==> config.mk <==
export PLATFORM = sky130hd
export DESIGN_NAME = vending_controller
export DESIGN_NICKNAME = d
export VERILOG_FILES = /design/src/rtl/vending_controller.sv
export SDC_FILE = /design/constraint.sdc
export NUM_CORES = 1
export LEC_CHECK = 0
export ABC_AREA = 1
export BUFFER_PORTS_ARGS = -buffer_cell sky130_fd_sc_hd__buf_2
export CAP_MARGIN = 20
export CORE_UTILIZATION = 60
export DETAILED_ROUTE_END_ITERATION = 12
export PLACE_DENSITY = 0.79
export SYNTH_ARGS = -nofsm -noshare
export SYNTH_HDL_FRONTEND = slang
export SYNTH_SLANG_ARGS = --single-unit
==> constraint.sdc <==
create_clock -name clk -period 6.95 [get_ports clk]
set_input_delay 0.3475 -clock clk [delete_from_list [all_inputs] [get_ports clk]]
set_output_delay 0.3475 -clock clk [all_outputs]
set_load 0.01 [all_outputs]
==> src/rtl/vending_controller.sv <==
// Vending machine controller. Holds per-slot price and stock, accumulates
// credit with over-limit coin rejection, vends on selection and pays change
// out one coin at a time over a ready/valid handshake.
//
//   state  | meaning
//   IDLE   | accepting coins, selections, cancel and configuration writes
//   CHANGE | paying out the remainder, largest coin first; busy asserted
module vending_controller #(
    parameter int NUM_SLOTS  = 9,
    parameter int IDX_W      = 4,
    parameter int PRICE_W    = 10,
    parameter int STOCK_W    = 4,
    parameter int MAX_CREDIT = 500
) (
    input  logic                 clk,
    input  logic                 reset,
    input  logic                 coin_valid,
    input  logic [2:0]           coin_sel,
    input  logic                 sel_valid,
    input  logic [IDX_W-1:0]     sel_idx,
    input  logic                 cancel,
    input  logic                 cfg_we,
    input  logic [IDX_W-1:0]     cfg_idx,
    input  logic [PRICE_W-1:0]   cfg_price,
    input  logic [STOCK_W-1:0]   cfg_stock,
    input  logic                 coin_out_ready,
    output logic                 coin_out_valid,
    output logic [1:0]           coin_out_type,
    output logic                 coin_reject,
    output logic                 vend_valid,
    output logic [IDX_W-1:0]     vend_idx,
    output logic                 sel_error,
    output logic [PRICE_W-1:0]   credit,
    output logic [NUM_SLOTS-1:0] can_buy,
    output logic [NUM_SLOTS-1:0] oos,
    output logic [PRICE_W-1:0]   disp_value,
    output logic                 busy
);

    typedef enum logic {IDLE = 1'b0, CHANGE = 1'b1} state_t;

    localparam logic [PRICE_W:0] MAX_CREDIT_W = (PRICE_W+1)'(MAX_CREDIT);

    state_t             state;
    logic [PRICE_W-1:0] creditQ;
    logic [PRICE_W-1:0] remainderQ;
    logic [PRICE_W-1:0] dispQ;
    logic [PRICE_W-1:0] priceQ [NUM_SLOTS];
    logic [STOCK_W-1:0] stockQ [NUM_SLOTS];

    logic [PRICE_W:0]   coinValue;
    logic               coinLegal;
    logic [PRICE_W:0]   creditSum;
    logic               coinAccept;
    logic [PRICE_W-1:0] selPrice;
    logic [STOCK_W-1:0] selStock;
    logic               selInRange;
    logic               selOk;
    logic [PRICE_W-1:0] vendChange;
    logic [PRICE_W-1:0] changeNext;

    // Largest payable coin not exceeding the amount still owed.
    function automatic logic [1:0] pickCoin(input logic [PRICE_W-1:0] amount);
        if (amount >= PRICE_W'(25))      return 2'd2;
        else if (amount >= PRICE_W'(10)) return 2'd1;
        else                             return 2'd0;
    endfunction

    function automatic logic [PRICE_W-1:0] coinWorth(input logic [1:0] kind);
        case (kind)
            2'd2:    return PRICE_W'(25);
            2'd1:    return PRICE_W'(10);
            default: return PRICE_W'(5);
        endcase
    endfunction

    // Coin decode and limit check; one extra bit so the sum never wraps.
    always_comb begin
        coinValue = '0;
        coinLegal = 1'b1;
        case (coin_sel)
            3'd0:    coinValue = (PRICE_W+1)'(5);
            3'd1:    coinValue = (PRICE_W+1)'(10);
            3'd2:    coinValue = (PRICE_W+1)'(25);
            3'd3:    coinValue = (PRICE_W+1)'(50);
            3'd4:    coinValue = (PRICE_W+1)'(100);
            3'd5:    coinValue = (PRICE_W+1)'(500);
            default: coinLegal = 1'b0;
        endcase
        creditSum  = {1'b0, creditQ} + coinValue;
        coinAccept = coinLegal && (creditSum <= MAX_CREDIT_W);
    end

    // Selected-slot lookup; an out-of-range index reads as a disabled slot.
    always_comb begin
        selPrice   = '0;
        selStock   = '0;
        selInRange = 1'b0;
        for (int i = 0; i < NUM_SLOTS; i++) begin
            if (sel_idx == IDX_W'(i)) begin
                selPrice   = priceQ[i];
                selStock   = stockQ[i];
                selInRange = 1'b1;
            end
        end
        selOk      = selInRange && (selPrice != '0) && (selStock != '0);
        vendChange = creditQ - selPrice;
        changeNext = remainderQ - coinWorth(coin_out_type);
    end

    // Per-slot status flags for the LED front panel.
    always_comb begin
        can_buy = '0;
        oos     = '0;
        for (int i = 0; i < NUM_SLOTS; i++) begin
            oos[i]     = (priceQ[i] == '0) || (stockQ[i] == '0);
            can_buy[i] = !oos[i] && (creditQ >= priceQ[i]);
        end
    end

    // Main controller: credit, vend, configuration and change payout.
    always_ff @(posedge clk or posedge reset) begin
        if (reset) begin
            state          <= IDLE;
            creditQ        <= '0;
            remainderQ     <= '0;
            dispQ          <= '0;
            coin_out_valid <= 1'b0;
            coin_out_type  <= 2'd0;
            coin_reject    <= 1'b0;
            vend_valid     <= 1'b0;
            vend_idx       <= '0;
            sel_error      <= 1'b0;
            for (int i = 0; i < NUM_SLOTS; i++) begin
                priceQ[i] <= '0;
                stockQ[i] <= '0;
            end
        end else begin
            coin_reject <= 1'b0;
            vend_valid  <= 1'b0;
            sel_error   <= 1'b0;
            case (state)
                IDLE: begin
                    if (cancel) begin
                        coin_reject <= coin_valid;
                        if (creditQ != '0) begin
                            remainderQ <= creditQ;
                            dispQ      <= creditQ;
                            creditQ    <= '0;
                            state      <= CHANGE;
                        end
                    end else if (sel_valid) begin
                        coin_reject <= coin_valid;
                        if (!selOk) begin
                            sel_error <= 1'b1;
                        end else if (creditQ == '0) begin
                            dispQ <= selPrice;
                        end else if (creditQ < selPrice) begin
                            sel_error <= 1'b1;
                            dispQ     <= selPrice;
                        end else begin
                            vend_valid <= 1'b1;
                            vend_idx   <= sel_idx;
                            for (int i = 0; i < NUM_SLOTS; i++) begin
                                if (sel_idx == IDX_W'(i))
                                    stockQ[i] <= stockQ[i] - STOCK_W'(1);
                            end
                            remainderQ <= vendChange;
                            dispQ      <= vendChange;
                            creditQ    <= '0;
                            if (vendChange != '0)
                                state <= CHANGE;
                        end
                    end else if (coin_valid) begin
                        if (coinAccept) begin
                            creditQ <= creditSum[PRICE_W-1:0];
                            dispQ   <= creditSum[PRICE_W-1:0];
                        end else begin
                            coin_reject <= 1'b1;
                        end
                    end
                    // Reconfiguration only with no money in the machine.
                    if (cfg_we && (creditQ == '0)) begin
                        for (int i = 0; i < NUM_SLOTS; i++) begin
                            if (cfg_idx == IDX_W'(i)) begin
                                priceQ[i] <= cfg_price;
                                stockQ[i] <= cfg_stock;
                            end
                        end
                    end
                end
                CHANGE: begin
                    coin_reject <= coin_valid;
                    if (!coin_out_valid) begin
                        coin_out_valid <= 1'b1;
                        coin_out_type  <= pickCoin(remainderQ);
                    end else if (coin_out_ready) begin
                        remainderQ <= changeNext;
                        dispQ      <= changeNext;
                        if (changeNext == '0) begin
                            coin_out_valid <= 1'b0;
                            state          <= IDLE;
                        end else begin
                            coin_out_type <= pickCoin(changeNext);
                        end
                    end
                end
                default: state <= IDLE;
            endcase
        end
    end

    assign credit     = creditQ;
    assign disp_value = dispQ;
    assign busy       = (state == CHANGE);

endmodule

==> impl_results.md <==
* Buf/Inv on CP at 5
* Post-Layout Cell Count at between 2k and 2.5k
* Seq/Total Area, Yosys at 0.317
* Worst path slowest cell: nand3_2
* Antenna Nets Post-Route at 0
* Total Routed Length at between 40 and 50 mm
* Die X at 150 um
* ANT cells at 0
* LEAKAGE at roughly 7.4 nW
* Starting Density at 0.619
* Synth Area in Simple Gates at 0.274
* Final Max Slew Viols at 0
* H-tree level count at 4
* Hold Crit Class: input port to flip-flop
* DRC violations left at 0
* Data arrival, critical path at approximately 5000 ps
* Final hold vios at 0
* RD Place Congestion at roughly 1
* Setup slack, reg-to-reg at 2820 ps
* FF-to-FF Start: priceQ[70]
* Core box area at 21,300 um^2
* Port Buffers at 80
* TritonCTS buffer count at 17
* Share of cells above drive strength 1 at 0.0842
* Setup slack after layout at roughly 2400 ps
* Ys async rst share at 1.00
* Worst-case reg-to-reg path depth at 22
* Worst-path maximum fanout at 31
* Post-Synthesis Cells at about 1.9k
* Compound-Gate Fraction of Synth Area at 0.162
* Design area at 14,300 um^2
* Avg Vias per Cell at around 6.0
* Max Cap Viol at 0
* Ys flop type: dfrtp_1
* Avg Inst Size Synth at roughly 7.0 um^2
* Io pins at 81
* Worst hold slack at between 100 and 150 ps
* Critical path origin: sel_idx[1]
* Synth Area in Adders at 0.124
* Num rows at 53
* Worst vdd ir at just under 0.0003 V
* Post-synth EDFFs at 0
* Die Area at about 23,000 um^2
* Hold Crit Depth at 3
* Yosys warnings at 0
* Inst Count DP at between 2k and 2.5k
* Worst reg2reg path endpoint: stockQ[8]
* DR pass1 iterations at 8
* WP data required at roughly 7300 ps
* Grt ovf at 0
* Fin crit period at roughly 4500 ps
* Crit path top cell by count: nand2_1
* Library cells used by synthesis at 52
* Min-Delay Endpoint: coin_reject
* Setup bufs post-CTS at 0
* Routed WL per cell at around 19 um
* Most common cell after layout, fill and taps aside: nand2_1
* Post-synth design cell area at ~13,000 um^2
* Hold path startpoint: coin_valid
* Number of global-route vias before repair at approximately 13k
* CTS sink count at 167
* Crit share post-route at 0.654
* Most frequent cells in the layout: 450 x nand2_1, 306 x inv_1, 167 x dfrtp_1, 160 x o21ai_0, 153 x nor2_1
* Clock-pin slew on the worst setup and hold paths at 70 ps
* Hold buffer count at cts at 0
* Chip height at 150 um
* CP startpoint kind: input port
* Slew HR at 0.349
* Unrepaired setup endpoints after global routing: false
* CTS root buf: clkbuf_16
* Post_cts resized at 0
* Slowest stage delay, CP at roughly 660 ps
* Setup violators final at 0
* Syn-to-layout area delta at 8.50%
* Nets@finish at ~2.1k
* Clock Skew at about 18 ps
* Mux contribution to synthesized area at 0
* CTS tree: yes
* Outcome: completed
* DRT iter0 DRCs at between 1k and 1.5k
* Critical path type: input port to flip-flop
* Number of synthesized register bits at between 150 and 200
* PD cells at around 500 nW/um^2
* Largest family of logic cells by synthesized area: simple AND/OR/NAND/NOR gates
* Initial antenna violation count at 0
* Net count after synthesis at about 2.1k
* Largest net degree at the start of global routing at 107
* Place WS at roughly 2000 ps
* First-pass GRT wire length at 66.2 mm
* Gr usage total at 0.383
* Xor/xnor share of the synthesized area at 0.0113
* Via count at between 10k and 15k
* Worst-margin pin slew at a little under 1000 ps
* Family with the most delay on the worst path: simple AND/OR/NAND/NOR gates
* Clk Latency, worst-skew pair at between 400 and 500 ps
* HPWL Detailed at slightly above 30 mm
* Clock buffer depth at 2
* Cell Area, Placed at roughly 14,000 um^2
* CP endpoint kind: flip-flop
* Achievable Freq at between 200 and 250 MHz
* Crit path cell chain: buf_2 > nor2_2 > nand3_2 > inv_2 > nand2_1 > nand2_1 > inv_1 > ha_1 > inv_1 > fa_1 > a21oi_1 > nand2_1 > nand3_1 > nand2_2 > nand3_2 > nand2_1 > nand3_2 > inv_1 > nand3_1 > nand3b_1 > nand3_1
* TNS Setup at 0 ps
[how the worst max path moves through the flow]
stage / endpoint / slack [ps] / depth (start not counted)
floorplan: busy / 2080 / 1
global placement: stockQ[20] / 2150 / 25
detailed placement: stockQ[21] / 2010 / 25
CTS: stockQ[21] / 2490 / 25
global route: stockQ[21] / 1910 / 25
finish: stockQ[8] / 2400 / 21
[sequential cells by signal (all words and copies together) (netlist names)]
name            count
priceQ             90
stockQ             36
credit             10
disp_value         10
remainderQ         10
vend_idx            4
coin_out_type       2
busy                1
coin_out_valid      1
coin_reject         1
sel_error           1
vend_valid          1
[synth_stat cells (all sizes together), types with 4 or more instances]
cell type | n | area (um^2)
nand2 | 457 | 1740
inv | 319 | 1200
o21ai | 188 | 941
dfrtp | 167 | 4180
nor2 | 160 | 626
ha | 126 | 1580
nand3 | 123 | 656
a21oi | 86 | 445
nand4 | 43 | 275
clkbuf | 29 | 109
buf | 25 | 165
nor3 | 23 | 125
o21bai | 20 | 150
o211ai | 17 | 128
o22ai | 17 | 106
xor2 | 13 | 114
nor4 | 11 | 68.8
a21boi | 10 | 75.1
or2 | 7 | 43.8
a211oi | 6 | 45.0
nor3b | 5 | 37.5
o21a | 5 | 37.5
o31ai | 5 | 37.5
o41ai | 4 | 35.0
xnor2 | 4 | 35.0
[power by group]
| part | switching (mW) | leakage (nW) | internal [mW] | total [mW] |
|---|---|---|---|---|
| Combinational | 2.91 | 4.96 | 1.51 | 4.42 |
| Clock | 0.441 | 0.281 | 0.542 | 0.983 |
| Sequential | 0.397 | 2.19 | 1.33 | 1.73 |
| Total | 3.74 | 7.42 | 3.38 | 7.13 |
[through the flow]
step | total power, mW | utilization
after floorplan | 4.74 | -
after global placement | 5.93 | 0.645
after detailed placement | 6.05 | 0.645
after CTS | 7.03 | 0.672
after global routing | 7.74 | 0.672
final | 7.13 | 0.672
[metal layers]
| layer | vias to the layer above | part of all wire | track usage | routed length (um) |
|---|---|---|---|---|
| li1 | 6332 | - | - | - |
| met1 | 6253 | 0.41 | 0.478 | 16800 |
| met2 | 703 | 0.48 | 0.648 | 19700 |
| met3 | 137 | 0.076 | 0.0564 | 3150 |
| met4 | 0 | 0.044 | 0.191 | 1810 |
| met5 | - | 0 | 0 | 0 |
[layout make-up]
class / count / area [um^2]
multi-input combinational: 1355 / 7530
fill: 1920 / 6980
sequential: 167 / 4180
inverter: 320 / 1210
timing repair buffer: 88 / 460
clock buffer: 18 / 439
tap: 275 / 344
clock inverter: 12 / 144
[cells by family (layout without fill, tap and decap cells)]
kind of cell | after synthesis | in the layout
buf+inv | 374 | 438
flops | 167 | 167
simple gates | 835 | 835
xor+xnor | 17 | 17
fa+ha+maj | 129 | 129
compound gates | 374 | 374
[worst min-delay path, cell delays in order]
cell and delay [ps]:
buf_2 90, nand2_1 50, inv_1 40
(Power assumes the default switching activity.)
